### src/rtl/status_led_pkg.sv
// Shared types and sizing helpers for the status LED block.
// Pure declarations: no latency, no flow control.
package status_led_pkg;

  typedef enum logic [1:0] {
    HOLD = 2'd0,
    RUN  = 2'd1,
    SHOW = 2'd2
  } state_t;

  function automatic int ceil_div(input int num, input int den);
    return (num + den - 1) / den;
  endfunction

  // One LED is the indicator, so each page carries num_leds-1 code bits.
  function automatic int calc_npages(input int code_w, input int num_leds);
    return ceil_div(code_w, num_leds - 1);
  endfunction

endpackage

### src/rtl/reset_stretch.sv
// Holds rst_out low for CYCLES clock edges after resetn releases, then stays high.
// Latency CYCLES edges from reset release; no flow control.
module reset_stretch #(
  parameter int CYCLES = 15
) (
  input  logic clk,
  input  logic resetn,
  output logic rst_out
);

  localparam int CW = (CYCLES > 1) ? $clog2(CYCLES) : 1;

  logic [CW-1:0] cnt;

  always_ff @(posedge clk or negedge resetn) begin
    if (!resetn) begin
      cnt     <= '0;
      rst_out <= 1'b0;
    end else if (!rst_out) begin
      cnt <= cnt + 1'b1;
      if (cnt == CW'(CYCLES - 1))
        rst_out <= 1'b1;
    end
  end

endmodule

### src/rtl/status_led_ctrl.sv
// Board status: stretched core reset, heartbeat while running, paged display of the first exit code.
// led updates the cycle after the capture edge; outputs are registered-derived, exit is never backpressured.
module status_led_ctrl
  import status_led_pkg::*;
#(
  parameter int NUM_LEDS      = 4,
  parameter int CODE_W        = 32,
  parameter int RST_CYCLES    = 15,
  parameter int HEARTBEAT_DIV = 24,
  parameter int PAGE_DIV      = 26,
  parameter bit AUTO_TRIM     = 1'b1
) (
  input  logic                clk,
  input  logic                resetn,
  output logic                core_resetn,
  input  logic                exit,
  input  logic [CODE_W-1:0]   exitcode,
  output logic [NUM_LEDS-1:0] led,
  output logic                done
);

  localparam int DW     = NUM_LEDS - 1;
  localparam int NPAGES = calc_npages(CODE_W, NUM_LEDS);
  localparam int PW     = (NPAGES > 1) ? $clog2(NPAGES) : 1;
  localparam int PADW   = NPAGES * DW;

  state_t                   state_q;
  state_t                   state;
  logic [PADW-1:0]          code_q;
  logic [PADW-1:0]          code_in;
  logic [PW-1:0]            page;
  logic [PW-1:0]            last_page;
  logic [PW-1:0]            nz_page;
  logic [PW-1:0]            capture_last;
  logic [PAGE_DIV-1:0]      page_tmr;
  logic                     blank;
  logic [HEARTBEAT_DIV-1:0] hb;
  logic [DW-1:0]            digit;

  reset_stretch #(.CYCLES(RST_CYCLES)) u_reset_stretch (
    .clk     (clk),
    .resetn  (resetn),
    .rst_out (core_resetn)
  );

  // HOLD is exactly the stretched-reset window; state_q only records whether a code was taken.
  always_comb begin
    state = state_q;
    if (!core_resetn)
      state = HOLD;
    else if (state_q != SHOW)
      state = RUN;
  end

  assign code_in = PADW'(exitcode);

  always_comb begin
    nz_page = '0;
    for (int p = 0; p < NPAGES; p++) begin
      if (|code_in[p*DW +: DW])
        nz_page = PW'(p);
    end
  end

  assign capture_last = AUTO_TRIM ? nz_page : PW'(NPAGES - 1);

  always_ff @(posedge clk or negedge resetn) begin
    if (!resetn) begin
      state_q   <= HOLD;
      code_q    <= '0;
      page      <= '0;
      last_page <= '0;
      page_tmr  <= '0;
      blank     <= 1'b0;
      hb        <= '0;
      done      <= 1'b0;
    end else begin
      case (state)
        RUN: begin
          hb <= hb + 1'b1;
          if (exit) begin
            code_q    <= code_in;
            page      <= '0;
            page_tmr  <= '0;
            blank     <= 1'b0;
            done      <= 1'b1;
            last_page <= capture_last;
            state_q   <= SHOW;
          end
        end
        SHOW: begin
          page_tmr <= page_tmr + 1'b1;
          if (&page_tmr) begin
            if (blank) begin
              blank <= 1'b0;
              page  <= '0;
            end else if (page == last_page) begin
              blank <= 1'b1;
            end else begin
              page <= page + 1'b1;
            end
          end
        end
        default: ;
      endcase
    end
  end

  // Shift rather than part-select so a padded last page reads zeros instead of out of range.
  assign digit = DW'(code_q >> (page * DW));

  always_comb begin
    led = '0;
    case (state)
      RUN:     led[0] = hb[HEARTBEAT_DIV-1];
      SHOW:    if (!blank) led = {digit, 1'b1};
      default: ;
    endcase
  end

endmodule

### config.mk
export PLATFORM = sky130hd
export DESIGN_NAME = status_led_ctrl
export DESIGN_NICKNAME = d
export VERILOG_FILES = /design/src/rtl/status_led_pkg.sv /design/src/rtl/reset_stretch.sv /design/src/rtl/status_led_ctrl.sv
export SDC_FILE = /design/constraint.sdc
export NUM_CORES = 1
export LEC_CHECK = 0
export CORE_UTILIZATION = 30
export DETAILED_ROUTE_END_ITERATION = 12
export GPL_ROUTABILITY_DRIVEN = 0
export SETUP_SLACK_MARGIN = 0.3
export SYNTH_ARGS = -nofsm -noshare
export SYNTH_HDL_FRONTEND = slang
export SYNTH_SLANG_ARGS = --single-unit
### constraint.sdc
create_clock -name clk -period 4.7 [get_ports clk]
set_input_delay 0.94 -clock clk [delete_from_list [all_inputs] [get_ports clk]]
set_output_delay 0.94 -clock clk [all_outputs]
set_load 0.05 [all_outputs]
==> results summary, run 1 <==
The run finished with clean final reports. The final number of hold-violating endpoints is 0. The count of yosys warnings during synthesis came out at 0. The number of sinks driven by the clock tree came out at 97. 41 I/O pins were placed. The width of the chip is 128 microns.

Measured against the total synthesized area, the mux share comes to 0.132. The worst slew margin relative to its limit is 0.449. The total CTS buffers came out at 9.

The floorplan step defined a die boundary enclosing approximately 16000 sq um. The area growth from synthesis to layout came out at 18.6%. The number of buffers and inverters on the critical path is 1.

The synthesized-area fraction occupied by ao, oa, aoi and oai cells came out at 0.0834. Hold is met by ~0.47 ns. The net count of the mapped netlist is 466. The clock-pin slew of the registers on the worst-case setup and hold paths is around 0.07 ns.

The total wire length after detailed routing came out at 9.98 mm. The peak supply drop is 212 uV. The post-route clock skew came out at approximately 0.0072 ns.

The post-synthesis sequential element count came out at 97. In this design, the largest share of critical-path delay is due to buffers and inverters. The number of standard-cell rows in the floorplan is 45. Of the total synthesized cell area, the portion taken by XOR and XNOR cells is 0.0570.

The beginning of the critical path is u_reset_stretch.rst_out$_DFF_PN0_. The first global-routing pass estimated 17.3 mm of wire. The clock network fraction of design power came out at 0.297. The number of maximum-capacitance violations came out at 0. The synthesized design contains 0 enable-type register cells. The number of global-route vias before repair is ~3500. The worst setup path is launched from a register.

For this run, design rule violations remaining after detail routing come to 0. The transition time at the pin with the least slew margin is just over 0.8 ns. The share of final-layout standard cells stronger than drive strength 1 is 0.152. The startpoint-to-endpoint class of the critical path is reg -> out. Entering global routing, the biggest net connects a little under 60 pins.

The wire-length estimate of the detail-placed layout is roughly 7.3 mm. For this configuration, the core starts out at a cell density of 0.310. The combinational power share is 0.203. The average instance in the mapped netlist occupies 11.1 sq um.

The net load switching power came out at about 0.00068 W. The core area is 15300 sq um. The final-layout fill cell count came out at 1517. The power density of the placed cells is 410 nW/um^2. In this run the worst hold path is classified as reg -> reg. The final critical-path share of the clock period came out at 0.799. For the finished layout, the period the worst path requires is 3.76 ns. The number of different library cells in the post-synthesis netlist came out at between 40 and 50. Using the TritonRoute via totals, the vias-per-cell ratio works out to roughly 4.9. The detailed-route wire length per cell is around 15 microns. After synthesis, the largest family of logic cells by area is simple AND/OR/NAND/NOR gates.

The worst register-to-register path begins at u_reset_stretch.rst_out$_DFF_PN0_. The synthesized netlist cell count came out at approximately 430. The number of port buffers is 40. The startpoint identified for the worst hold timing path is hb[14]$_DFFE_PN0P_. The maximum single-stage delay on the critical path came out at 0.86 ns. Traced cell by cell, the critical path runs through and2_1 -> nand2b_1 -> o32ai_1 -> clkdlybuf4s50_1.

The part of the total power dissipated in sequential elements came out at 0.500. The critical path required time came out at between 3 and 4 ns. The final sum of negative setup slack came out at 0 ns.

The endpoint kind of the worst setup timing path is an output pin. From bottom edge to top edge, the die measures roughly 130 microns. The buffer cell driving the clock tree root is clkbuf_16. The cell type of the slowest stage on the worst timing path is clkdlybuf4s50_1. For this run, the register share of the synthesized area comes to 0.512.

The global route total overflow is 0. Across all layers, the routed design uses 3329 vias. The iteration-0 DRC count of the detailed router came out at between 100 and 150. The clock reaches the later pin of the worst-skew pair after between 0.3 and 0.4 ns. The post-CTS repair timing setup buffer count came out at 0.

The final-report setup violation count came out at 0. The first TritonRoute pass finished after 4 iterations. The number of antenna violations at the first check in global routing came to 0.

Once the clock tree was built, the resizer swapped 0 gates to a different size. For this run, asynchronously set or reset flops after synthesis account for 1.00. In the final design database the tool counted a little over 500 nets. The flip-flop cell with the highest count after synthesis is dfrtp_1. Of all nets on the critical path, the largest fanout is 13. The post-synthesis adder-cell area fraction is 0.0132. The remaining number of nets flagged by the antenna check after routing is 0.

In the global route stage, overall resource usage came out at 0.133. Setup repair after global routing left no endpoint under its margin. For this design the static power due to leakage is 2.25 nW. The data arrival at the endpoint of the critical path is 2.82 ns. The number of max-slew violations in the final report came to 0. The level count of the clock H-tree is 3. The count of hold-fix buffers inserted at cts is 0. The fraction of power spent switching nets came out at 0.296. The combined area of all synthesized cells came out at roughly 4700 sq um.

The number of antenna cells inserted is 0. The area fraction in and, or, nand and nor cells after synthesis is 0.178. TritonCTS built the clock tree. Static timing analysis puts the maximum clock frequency at between 200 and 300 MHz. In this run the deepest clock path goes through 2 buffers. The internal power came out at 0.00162 W.
layout make-up:
cell class | instances | area (sq um) | share of cell area
clock inverters | 4 | 28.8 | 0.00512
repair buffers | 42 | 413 | 0.0734
flip-flops and latches | 97 | 2430 | 0.432
inverters | 11 | 41.3 | 0.00734
well taps | 211 | 264 | 0.0469
multi-input cells | 302 | 2200 | 0.392
clock buffers | 12 | 246 | 0.0438
worst paths after layout:
path	to	slack, ns	cells past startpoint
setup / recovery	led[2]	0.94	4
hold / removal	hb[14]$_DFFE_PN0P_	0.47	1
setup reg to reg	last_page[0]$_DFFE_PN0P_	2.20	4
hold reg to reg	hb[14]$_DFFE_PN0P_	0.47	1
max in group asynchronous	hb[7]$_DFFE_PN0P_	3.05	2
min in group asynchronous	page_tmr[6]$_DFFE_PN0P_	0.67	1
Yosys cell counts, types with 3 or more instances:
master,n,area [sq um]
a21oi_1,5,25.0
and2_1,3,18.8
and3_1,6,37.5
and4_1,3,26.3
buf_2,6,30.0
clkbuf_1,7,26.3
dfrtp_1,97,2430
ha_1,5,62.6
inv_1,11,41.3
mux2_2,34,383
mux2i_1,11,110
mux4_2,6,135
nand2_1,40,150
nand2b_1,4,25.0
nand3_1,24,120
nand4_1,18,113
nor2_1,20,75.1
nor3_1,11,55.1
nor4_1,6,37.5
o211ai_1,9,67.6
o21ai_0,30,150
o31ai_1,6,45.0
or3_1,4,25.0
xnor2_1,24,210
xor2_1,5,43.8
metal layers:
layer  up-vias  wire, microns  share of wire  GRT usage
met1      1636           4730           0.47      0.171
met3        16            215          0.022     0.0167
met2        50           4840           0.48      0.225
li1       1627              -              -          -
met4         0            202          0.020     0.0567
met5         -              0              0          0
registers in the layout, indices dropped and copies added, names as in the netlist:
register	cells
blank	1
done	1
code_q	32
page_tmr	26
u_reset_stretch.rst_out	1
last_page	4
page	4
u_reset_stretch.cnt	4
hb	24
metrics by stage:
stage / utilization / worst slack, ns / power, W / cells / cell area [sq um]
after detailed placement: 0.349 / 1.29 / 0.00164 / 663 / 5350
final: 0.367 / 0.944 / 0.00231 / 679 / 5620
after global routing: 0.367 / 0.781 / 0.00243 / 679 / 5620
after CTS: 0.367 / 0.929 / 0.00233 / 679 / 5620
after global placement: 0.349 / 1.34 / 0.00162 / 663 / 5350
after floorplan: - / 1.28 / 0.00146 / 426 / 4740
power groups by stage:
stage	registers (W)	logic, W	clock network (W)
2_1_floorplan	0.00110	0.000356	0
3_3_place_gp	0.00117	0.000457	0
3_5_place_dp	0.00116	0.000476	0
4_1_cts	0.00115	0.000475	0.000701
5_1_grt	0.00118	0.000520	0.000737
6_report	0.00115	0.000469	0.000684
placed cells by master, fill, tap and decap left out, types with 3 or more instances in the layout:
master           netlist  final
dfrtp_1               97     97
nand2_1               40     39
clkdlybuf4s50_1        0     39
mux2_2                34     34
o21ai_0               30     30
nand3_1               24     24
xnor2_1               24     24
nor2_1                20     20
nand4_1               18     18
inv_1                 11     11
mux2i_1               11     11
nor3_1                11     11
o211ai_1               9      9
clkbuf_16              0      9
mux4_2                 6      6
and3_1                 6      6
nor4_1                 6      6
o31ai_1                6      6
a21oi_1                5      5
xor2_1                 5      5
ha_1                   5      5
nand2b_1               4      4
or3_1                  4      4
and2_1                 3      3
and4_1                 3      3
buf_4                  1      3
cells by family after synthesis:
kind of cell,after synthesis
simple gates,154
xor+xnor,30
fa+ha+maj,5
buf+inv,27
compound gates,62
mux,51
flops,97
(Power assumes the default switching activity.)
==> run 2, diff against run 1 <==
Clock period 4.7 ns to 3.28 ns, I/O delays scaled along.
==> results summary, run 2 (same netlist as run 1, synthesis figures left out) <==
The number of sinks driven by the clock tree came to 97 (unchanged). The level count of the clock H-tree came to 3 (unchanged). The number of buffers on the longest clock path came to 2 (unchanged). The count of hold-fix buffers inserted at cts is 0 (unchanged).

The most frequent standard cell in the layout excluding fill and tap cells is dfrtp_1 (unchanged). The number of gates resized after cts came out at 0 (unchanged). Run status: completed (unchanged). The number of port buffers is 40 (unchanged).

The area growth from synthesis to layout came out at 19.7% (was 18.6%). Commonest cells after routing, fill and taps aside: 96 x dfrtp_1, 39 x nand2_1, 36 x clkdlybuf4s50_1 (was 97 x dfrtp_1, 39 x nand2_1, 39 x clkdlybuf4s50_1). The final routed DRC violation total was 0 (unchanged). The detailed-route wire length per cell came out at 14.5 microns (was 14.7 microns). The post-layout net count came out at 507 (was 503).

The buffer cell driving the clock tree root is clkbuf_16 (unchanged). The initial core utilization came out at 0.310 (unchanged). The reported leakage power is 2.30 nW (was 2.25 nW). The final cell count without fillers came out at 683 (was 679). The TritonCTS clock tree is built (unchanged). The critical path required time is 2.62 ns (was 3.76 ns). The clock-pin slew of the registers on the worst-case setup and hold paths is 0.06 ns (was 0.07 ns). The worst slew margin relative to its limit is 0.394 (was 0.449). The worst hold-check path type is in -> async (was reg -> reg). The startpoint-to-endpoint class of the critical path is reg -> out (unchanged). The overall track demand over capacity in global routing is 0.132 (was 0.133).

The number of instances in the placed design was 667 (was 663). The final sum of negative setup slack is 0 ns (unchanged). The data arrival at the endpoint of the critical path is 2.11 ns (was 2.82 ns).

The instance area at placement is 5390 sq um (was 5350 sq um). The transition time at the pin with the least slew margin is 0.909 ns (was 0.824 ns). The top register by number of flip-flops is code_q (unchanged). For this run, the top clock speed supported by timing is around 360 MHz. The endpoint kind of the worst setup timing path was an output pin (unchanged). The hold slack came out at 0.432 ns (was 0.475 ns). The number of antenna cells inserted is 0 (unchanged). The share of final-layout standard cells stronger than drive strength 1 came out at 0.174 (was 0.152). The power density of the placed cells came out at 595 nW/um^2 (was 410 nW/um^2). The count of boundary I/O pins came out at 41 (unchanged).

The flip-flop count of the largest register after layout is 32 (unchanged). The die height is 128 microns (unchanged). The post-route clock skew is 0.00593 ns (was 0.00716 ns). The remaining number of nets flagged by the antenna check after routing came out at 0 (unchanged). The smallest clock period supported by the final layout is computed as 2.77 ns. The launching point of the worst reg2reg path is u_reset_stretch.rst_out$_DFF_PN0_ (unchanged). The placed wire-length estimate is 7.27 mm (was 7.28 mm).

The number of max-slew violations in the final report came out at 0 (unchanged). The clock latency on the worst-skew pair is 0.34 ns (about the same). The first-pass iteration count of the detailed router is 4 (unchanged). The summed area of non-filler cells in the final layout came out at 5680 sq um (was 5620 sq um). The post-CTS repair timing setup buffer count is 0 (unchanged).

The global route total overflow came out at 0 (unchanged). The width of the chip came out at 128 microns (unchanged). The count of vias placed by the detailed router came to 3412 (was 3329). The iteration-0 DRC count of the detailed router is 139 (was 116). RSZ-0062 raised after global routing: no (unchanged). The final critical-path share of the clock period came out at 0.845.

The core area was 15300 sq um (unchanged). The critical path startpoint category is a register (unchanged). The final-report setup violation count is 0 (unchanged). The highest net fanout along the worst path is 13 (unchanged). The peak supply drop came out at 250 uV (was 212 uV). The cell count of the worst reg-to-reg path came to 5 (was 4).

The number of maximum-capacitance violations came out at 0 (unchanged). The floorplan die area came to 16300 sq um (unchanged). The total CTS buffers came to 9 (unchanged). The via density per instance came to 5.00 (was 4.90). The pin count of the biggest net entering global routing is 73 (was 58). The beginning of the critical path is u_reset_stretch.rst_out$_DFF_PN0_ (unchanged). The first-pass GRT wire length came to 17.2 mm (was 17.3 mm). The final number of hold-violating endpoints is 0 (unchanged). The number of standard-cell rows in the floorplan is 45 (unchanged).

The total wire length after detailed routing is 9.93 mm (was 9.98 mm). The number of antenna violations at the first check in global routing is 0 (unchanged). The number of global-route vias before repair is 3483 (was 3545). The power after layout was 0.00338 W (was 0.00231 W). Largest registers in the final layout: code_q x32, page_tmr x26, hb x24 (unchanged).
==> run 2: changes by cell type in the layout (fill, tap and decap cells not counted), sizes merged <==
cell | previous run | this run
buf | 3 | 10
clkinvlp | 2 | 0
bufinv | 0 | 1
clkbuf | 12 | 10
clkinv | 2 | 5
clkdlybuf4s50 | 39 | 36
==> run 2: final timing paths <==
path                                                       to  slack (ns)
max reg2reg                               page[2]$_DFFE_PN0P_        0.94
min in group clk                           hb[19]$_DFFE_PN0P_        0.48
min                        u_reset_stretch.cnt[1]$_DFFE_PN0N_        0.43
max in group asynchronous                  hb[22]$_DFFE_PN0P_        2.08
max                                                    led[2]        0.51
min reg2reg                                hb[19]$_DFFE_PN0P_        0.48
==> run 2: final cells by class <==
class	instances	area [sq um]
Fill cell	1535	9640
Sequential cell	97	2430
Multi-Input combinational cell	302	2220
Timing Repair Buffer	46	435
Tap cell	211	264
Clock buffer	10	229
Clock inverter	6	58.8
Inverter	11	41.3
==> run 2: worst max-delay path: stages (launching register included) <==
cell and delay [ns]:
dfrtp_1 0.56, nand2_1 0.32, nor2_1 0.30, nand3b_1 0.18, o32ai_2 0.17, buf_4 0.24
==> run 2: metal layers <==
layer	vias up	global-route usage	routed length, microns
li1	1649	-	-
met1	1697	0.172	4600
met2	55	0.220	4860
met3	11	0.0221	309
met4	0	0.0526	161
met5	-	0	0
==> run 2: through the flow <==
step | util | worst slack, ns
floorplan | - | 0.626
global placement | 0.352 | 0.721
detailed placement | 0.352 | 0.685
CTS | 0.371 | 0.307
global route | 0.371 | 0.358
finish | 0.371 | 0.510
==> run 2: power by group <==
| group | internal, W | switching, W |
|---|---|---|
| combinational | 0.000359 | 0.000323 |
| clock | 0.000588 | 0.000447 |
| sequential | 0.00144 | 0.000221 |
| total | 0.00238 | 0.000992 |
==> run 3, diff against run 2 <==
Clock period 3.28 ns to 2.7 ns, I/O delays scaled along.
==> results summary, run 3 (same netlist as run 1, synthesis figures left out) <==
Largest registers in the final layout: code_q x32, page_tmr x26, hb x24 (unchanged). The TritonCTS clock tree is built (unchanged). The number of port buffers came out at 40 (unchanged).

The number of max-slew violations in the final report is 0 (unchanged). The post-route clock skew is 0.00819 ns (was 0.00593 ns). The critical path required time is 2.16 ns (was 2.62 ns). The number of buffers on the longest clock path is 2 (unchanged). The total CTS buffers came out at 9 (unchanged).

The final critical-path share of the clock period is 0.920. The post-layout net count came to 514 (was 507). The final number of hold-violating endpoints came out at 0 (unchanged). The worst hold-check path type is in -> async (unchanged).

The number of standard-cell rows in the floorplan is 45 (unchanged). The core area is 15300 sq um (unchanged). The placed wire-length estimate came out at 7.20 mm (was 7.27 mm).

The number of maximum-capacitance violations is 0 (unchanged). The final-report setup violation count is 0 (unchanged). RSZ-0062 raised after global routing: yes (was no). The buffer cell driving the clock tree root is clkbuf_16 (unchanged). The final sum of negative setup slack is 0 ns (unchanged).

The final-layout fill cell count is 1532 (was 1535). The startpoint-to-endpoint class of the critical path is reg -> out (unchanged). The most frequent standard cell in the layout excluding fill and tap cells was dfrtp_1 (unchanged). The highest net fanout along the worst path is 5 (was 13). The width of the chip is 128 microns (unchanged).

The first-pass GRT wire length was 16.4 mm (was 17.2 mm). The clock-pin slew of the registers on the worst-case setup and hold paths came out at 0.07 ns (was 0.06 ns). The peak supply drop is 338 uV (was 250 uV). The clock period minus final worst setup slack came out at 2.48 ns.

The via density per instance is 4.95 (was 5.00). The die height was 128 microns (unchanged). The power density of the placed cells came out at 712 nW/um^2 (was 595 nW/um^2).

The hold slack is 0.218 ns (was 0.432 ns). The total wire length after detailed routing is 9.81 mm (was 9.93 mm). The detailed-route wire length per cell is 14.2 microns (was 14.5 microns). The reported leakage power is 2.33 nW (was 2.30 nW). The transition time at the pin with the least slew margin was 0.752 ns (was 0.909 ns). The initial core utilization is 0.310 (unchanged). Run status: completed (unchanged).

The first-pass iteration count of the detailed router is 5 (was 4). The floorplan die area came out at 16300 sq um (unchanged). The top register by number of flip-flops is code_q (unchanged). The area growth from synthesis to layout is 21.7% (was 19.7%). The final routed DRC violation total came out at 0 (unchanged). The remaining number of nets flagged by the antenna check after routing came out at 0 (unchanged). The number of global-route vias before repair came to 3294 (was 3483). The flip-flop count of the largest register after layout is 32 (unchanged). The count of boundary I/O pins came out at 41 (unchanged). The pin count of the biggest net entering global routing came to 55 (was 73). Commonest cells after routing, fill and taps aside: 94 x dfrtp_1, 39 x nand2_1, 35 x clkdlybuf4s50_1 (was 96 x dfrtp_1, 39 x nand2_1, 36 x clkdlybuf4s50_1).

The count of vias placed by the detailed router came out at 3408 (was 3412). The endpoint kind of the worst setup timing path is an output pin (unchanged). The global route total overflow is 0 (unchanged). The share of final-layout standard cells stronger than drive strength 1 came out at 0.190 (was 0.174). The number of antenna cells inserted is 0 (unchanged).

The count of hold-fix buffers inserted at cts is 0 (unchanged). The worst slew margin relative to its limit is 0.494 (was 0.394). The number of sinks driven by the clock tree is 97 (unchanged). The iteration-0 DRC count of the detailed router is 115 (was 139). The critical path startpoint category is a register (unchanged). The level count of the clock H-tree came to 3 (unchanged). The clock latency on the worst-skew pair is 0.34 ns (about the same). The overall track demand over capacity in global routing came out at 0.127 (was 0.132). The maximum clock frequency is roughly 400 MHz. The data arrival at the endpoint of the critical path is 1.94 ns (was 2.11 ns). The number of antenna violations at the first check in global routing is 0 (unchanged).
[run 3: layout make-up]
| cell class | count | area, sq um | area share |
|---|---|---|---|
| Timing Repair Buffer | 53 | 510 | 0.0885 |
| Inverter | 11 | 41.3 | 0.00716 |
| Tap cell | 211 | 264 | 0.0458 |
| Clock inverter | 2 | 12.5 | 0.00217 |
| Clock buffer | 13 | 270 | 0.0468 |
| Multi-Input combinational cell | 302 | 2240 | 0.388 |
| Sequential cell | 97 | 2430 | 0.421 |
[run 3: final timing paths]
check,startpoint,end,slack [ns],cells after the start
worst max-delay path,page[0]$_DFFE_PN0P_,led[1],0.22,5
max in group asynchronous,resetn,page[1]$_DFFE_PN0P_,1.78,2
worst max register to register,page_tmr[0]$_DFFE_PN0P_,page[2]$_DFFE_PN0P_,0.48,6
worst min register to register,hb[19]$_DFFE_PN0P_,hb[19]$_DFFE_PN0P_,0.47,1
worst min-delay path,resetn,hb[3]$_DFFE_PN0P_,0.22,1
min in group clk,hb[19]$_DFFE_PN0P_,hb[19]$_DFFE_PN0P_,0.47,1
[run 3: what timing repair did]
action / in CTS / in global routing
endpoints found under the setup margin: 4 / 3
setup buffers: 2 / 1
resized for setup: 9 / 1
[run 3: report_power, final]
group / internal, W / switching, W
combinational: 0.000469 / 0.000408
sequential: 0.00175 / 0.000269
clock: 0.000694 / 0.000523
[run 3: worst max-delay path: stages (launching register included)]
cell	delay [ns]
dfrtp_2	0.44
buf_4	0.15
mux4_2	0.49
o21ai_1	0.24
o32ai_4	0.11
buf_6	0.17
[run 3: metrics by stage]
stage	worst slack, ns	cell area (sq um)	std cells	utilization	total power [W]
finish	0.215	5770	689	0.377	0.00411
global route	0.151	5770	689	0.377	0.00432
CTS	0.199	5760	688	0.376	0.00414
detailed placement	0.355	5450	671	0.356	0.00290
global placement	0.425	5450	671	0.356	0.00287
floorplan	0.252	4780	426	-	0.00258
[run 3: routing by layer]
| metal | up-vias | share of wire | global-route usage |
|---|---|---|---|
| li1 | 1660 | - | - |
| met4 | 0 | 0.018 | 0.0498 |
| met2 | 52 | 0.47 | 0.210 |
| met1 | 1684 | 0.48 | 0.168 |
| met3 | 12 | 0.025 | 0.0205 |
| met5 | - | 0 | 0 |
